### config.mk
export PLATFORM = sky130hd
export DESIGN_NAME = board_raster_counter
export DESIGN_NICKNAME = d
export VERILOG_FILES = /design/src/rtl/board_pkg.sv /design/src/rtl/board_raster_counter.sv
export SDC_FILE = /design/constraint.sdc
export NUM_CORES = 1
export LEC_CHECK = 0
export CAP_MARGIN = 10
export CORE_UTILIZATION = 37
export CTS_CLUSTER_DIAMETER = 150
export DETAILED_ROUTE_END_ITERATION = 6
export PLACE_DENSITY = 0.63
export SLEW_MARGIN = 10
export SYNTH_ARGS = -nofsm -noshare
export SYNTH_HDL_FRONTEND = slang
export SYNTH_SLANG_ARGS = --single-unit
### constraint.sdc
create_clock -name CLOCK -period 6.1 [get_ports CLOCK]
set_input_delay 0.915 -clock CLOCK [delete_from_list [all_inputs] [get_ports CLOCK]]
set_output_delay 0.915 -clock CLOCK [all_outputs]
set_load 0.01 [all_outputs]
### src/rtl/board_pkg.sv
// Shared constants, state encoding and parameter check for the board logic.
// Used by board_checker and board_raster_counter.
package board_pkg;

    localparam int MAX_SIZE = 26;
    localparam int COLOR_W  = 3;
    localparam int CNT_W    = 10;

    localparam logic [4:0] MAX_N = 5'(MAX_SIZE);
    localparam logic [3:0] MIN_C = 4'd3;
    localparam logic [3:0] MAX_C = 4'd8;

    typedef enum logic [2:0] {
        ST_IDLE,
        ST_REF,
        ST_SCAN,
        ST_FLUSH,
        ST_DONE
    } state_t;

    function automatic logic params_ok(
        input logic [4:0] n,
        input logic [3:0] c
    );
        return (n != 5'd0) && (n <= MAX_N) &&
               (c >= MIN_C) && (c <= MAX_C);
    endfunction

endpackage

### src/rtl/board_raster_counter.sv
// Row/column raster address counter; holds at the last cell of an
// N x N board so the address never leaves the board.
module board_raster_counter
    import board_pkg::*;
(
    input  logic       CLOCK,
    input  logic       RESET,
    input  logic       clear,
    input  logic       en,
    input  logic [4:0] size,
    output logic [7:0] row,
    output logic [7:0] col,
    output logic       last
);

    logic [7:0] edge_m1;

    assign edge_m1 = {3'b000, size} - 8'd1;
    assign last    = (row == edge_m1) && (col == edge_m1);

    always_ff @(posedge CLOCK or posedge RESET) begin
        if (RESET) begin
            row <= '0;
            col <= '0;
        end else if (clear) begin
            row <= '0;
            col <= '0;
        end else if (en && !last) begin
            if (col == edge_m1) begin
                col <= '0;
                row <= row + 8'd1;
            end else begin
                col <= col + 8'd1;
            end
        end
    end

endmodule

==> summary.txt <==
CTS tree -> done
Worst-path fanout max -> 9
Cells along the critical path -> clkdlybuf4s50_1 -> or4_4 -> nor4b_1 -> o2111ai_1 -> or2_2 -> nor2_1 -> clkdlybuf4s50_1
Peak supply drop -> 0.08007 mV
Port Buffer Count -> 25
Starting Density -> 38.73%
WL/cell -> 14.97 um
Syn Inst Count -> 151
Via Count -> 1229
CP Buf/Inv Count -> 2
Residual DRC -> 0
DRT iter0 DRCs -> 69
Leak -> 0.6141 nW
Setup ws final -> 1384 ps
Top cell type's share of synthesized area -> 30.98%
Post-CTS sizing -> 0
Most used cell, CP -> clkdlybuf4s50_1
Reg power frac -> 49.0%
Sw Ratio -> 28.08%
Post-CTS setup buffers -> 0
Post-synth EDFFs -> 0
H-tree depth -> 1
Die W -> 61.11 um
RSZ-0062 raised after global routing -> false
Drt pass-1 iters -> 4
Final setup skew -> 7.280 ps
Main flop type after synthesis -> dfrtp_1
Final worst path period share -> 77.30%
Combinational family with the most area after synthesis -> simple AND/OR/NAND/NOR gates
Avg Inst Size Synth -> 8.560 um^2
Psw -> 0.06299 mW
Cell family with most CP delay -> simple AND/OR/NAND/NOR gates
P_int -> 0.1614 mW
Clock sinks -> 16
Compound-Gate Fraction of Synth Area -> 20.81%
Max_cap viols -> 0
Number of I/O pins -> 26
Slew @ Worst Pin -> 639.7 ps
DP HPWL -> 2445 um
Crit-path slowest cell -> or4_4
Total power -> 0.2243 mW
Final worst path period need -> 4716 ps
Yosys cell types -> 45
Grt ovf -> 0
First-pass GRT wire length -> 5478 um
Final max-slew violation count -> 0
Chip height -> 61.11 um
Die ar. -> 3734 um^2
Xor-xnor portion of the synthesized cell area -> 7.164%
Crit. End Element -> output pin
Critical path arrival -> 3800 ps
Syn_nets -> 163
Num CTS Buffers -> 3
Share of layout cells above drive strength 1 -> 8.046%
Post-Synth Adder-Cell Area -> 2.904%
Post-DR vias/cell -> 5.586
Busiest grt layer -> met2
Root Buffer -> clkbuf_4
Fmax -> 212.1 MHz
Syn Std Cell Area -> 1292 um^2
Largest area contributor in the netlist -> dfrtp_1
Number of fill cells in the layout -> 354
Number of global-route vias before repair -> 1129
Worst path max stage delay -> 610 ps
Mux cell area share after synthesis -> 4.840%
Max-slew headroom -> 57.31%
Final ANT Viol Nets -> 0
Layout area overhead -> 24.20%
# setup viols final -> 0
Setup WS pre-CTS -> 1461 ps
Combinational Power Share -> 18.5%
Fin. Hold Viols -> 0
Clock network power share -> 32.5%
Clk_lat worst skew -> 290 ps
Final wirelength -> 3293 um
Clock Pin Slew Worst Setup and Hold Paths -> 110 ps
CP required -> 5180 ps
Final TNS setup -> 0 ps
Core ar. -> 3337 um^2
ANT cells -> 0
Async SR Flop Fraction -> 100.0%
Pin count of the biggest net entering global routing -> 17
Routing usage on met1 -> 29.80%
Hold Path Class -> reg2reg
Kind of critical path -> in2out
CTS Buffer Depth -> 2
GRT Total Usage -> 19.89%
Yosys warns -> 0
Met3 Use GR -> 1.891%
GR Util met2 -> 30.28%
Crit start category -> primary input
Initial antenna violation count -> 0
Simple-gate area share of the yosys netlist -> 28.56%
Post-synthesis sequential area ratio -> 30.98%
Yosys reg bits -> 16
Pwr dens -> 139.8 nW/um^2
Rows -> 21
Placer Congestion -> 0.8262
Status -> finished, final reports clean
Hold bufs inserted after CTS -> 0
Nets -> 187
Top area cells in the synthesized netlist -> dfrtp_1 (31%), nand2_1 (4.4%), nor2_1 (4.1%)
-- state kept, by name, indices dropped and copies added, names as in the netlist --
register and count:
row 8, col 8
-- tightest hold or removal path: cells and delay by family (launching register included) --
kind,cells,cell delay (ps)
compound gates,2,150
flops,1,450
-- power groups by stage --
stage          clock network, mW  registers (mW)  logic [mW]
3_3_place_gp                   0           0.112      0.0406
2_1_floorplan                  0           0.112      0.0267
6_report                  0.0729           0.110      0.0415
3_5_place_dp                   0           0.112      0.0413
4_1_cts                   0.0743           0.110      0.0416
5_1_grt                   0.0785           0.110      0.0459
-- cell usage in the layout, fill, tap and decap left out, drive strengths merged --
cell | netlist | layout
a21boi | 1 | 1
a21oi | 6 | 6
a22o | 2 | 2
a22oi | 6 | 6
a32oi | 1 | 1
and3 | 1 | 1
and3b | 1 | 1
clkbuf | 4 | 4
clkdlybuf4s50 | 0 | 25
dfrtp | 16 | 16
ha | 3 | 3
inv | 8 | 8
mux2 | 2 | 2
mux2i | 4 | 4
nand2 | 15 | 15
nand2b | 4 | 4
nand3 | 8 | 8
nand3b | 1 | 1
nand4 | 2 | 2
nor2 | 14 | 14
nor2b | 1 | 1
nor3 | 6 | 6
nor3b | 1 | 1
nor4 | 3 | 3
nor4b | 1 | 1
o2111ai | 1 | 1
o211ai | 2 | 2
o21a | 2 | 2
o21ai | 7 | 7
o31a | 3 | 3
o31ai | 3 | 3
o41ai | 1 | 1
or2 | 2 | 2
or3 | 3 | 3
or4 | 5 | 5
xnor2 | 5 | 5
xnor3 | 1 | 1
xor2 | 3 | 3
-- Yosys cell counts, drive strengths merged, types with 2 or more instances --
library cell and number:
dfrtp 16, nand2 15, nor2 14, inv 8
nand3 8, o21ai 7, a21oi 6, a22oi 6
nor3 6, or4 5, xnor2 5, clkbuf 4
mux2i 4, nand2b 4, ha 3, nor4 3
o31a 3, o31ai 3, or3 3, xor2 3
a22o 2, buf 2, mux2 2, nand4 2
o211ai 2, o21a 2, or2 2
-- layout make-up --
type / count / area, um^2 / area share, %
Multi-Input combinational cell: 121 / 830.8 / 51.75
Sequential cell: 16 / 400.4 / 24.94
Timing Repair Buffer: 25 / 250.2 / 15.59
Tap cell: 46 / 57.56 / 3.585
Clock buffer: 4 / 36.28 / 2.260
Inverter: 8 / 30.03 / 1.871
-- logic make-up (layout without fill, tap and decap cells) --
family,after synthesis,in the layout
DFF,16,16
and+or+nand+nor,68,68
xor gates and xnor gates,9,9
muxes,6,6
AOI/OAI and AO/OA,35,35
adders and majority gates,3,3
buffers and inverters,14,37
-- per-stage QoR --
step	hold WS, ps	cell area [um^2]	utilization, %	std cells
after floorplan	606.7	1292	-	151
after global placement	594.6	1569	47.02	216
after detailed placement	602.2	1569	47.02	216
after CTS	618.2	1605	48.11	220
after global routing	662.6	1605	48.11	220
final	618.5	1605	48.11	220
-- final timing paths --
check                           cells after the start  slack, ps  endpoint     from
worst max-delay path                                7       1380      last  size[2]
worst min-delay path                                2        620    row[5]   row[5]
worst max register to register                      6       3640    row[7]   row[2]
worst min register to register                      2        620    row[5]   row[5]
max in group asynchronous                           2       4690    col[7]    RESET
min in group asynchronous                           2       1000    col[6]    RESET
-- layer usage --
| metal | part of all wire, % | routed length, um |
|---|---|---|
| met4 | 0.58 | 19 |
| met1 | 50 | 1654 |
| met3 | 2.9 | 96 |
| met5 | 0 | 0 |
| met2 | 46 | 1522 |
Power figures use the tool's default switching activity.
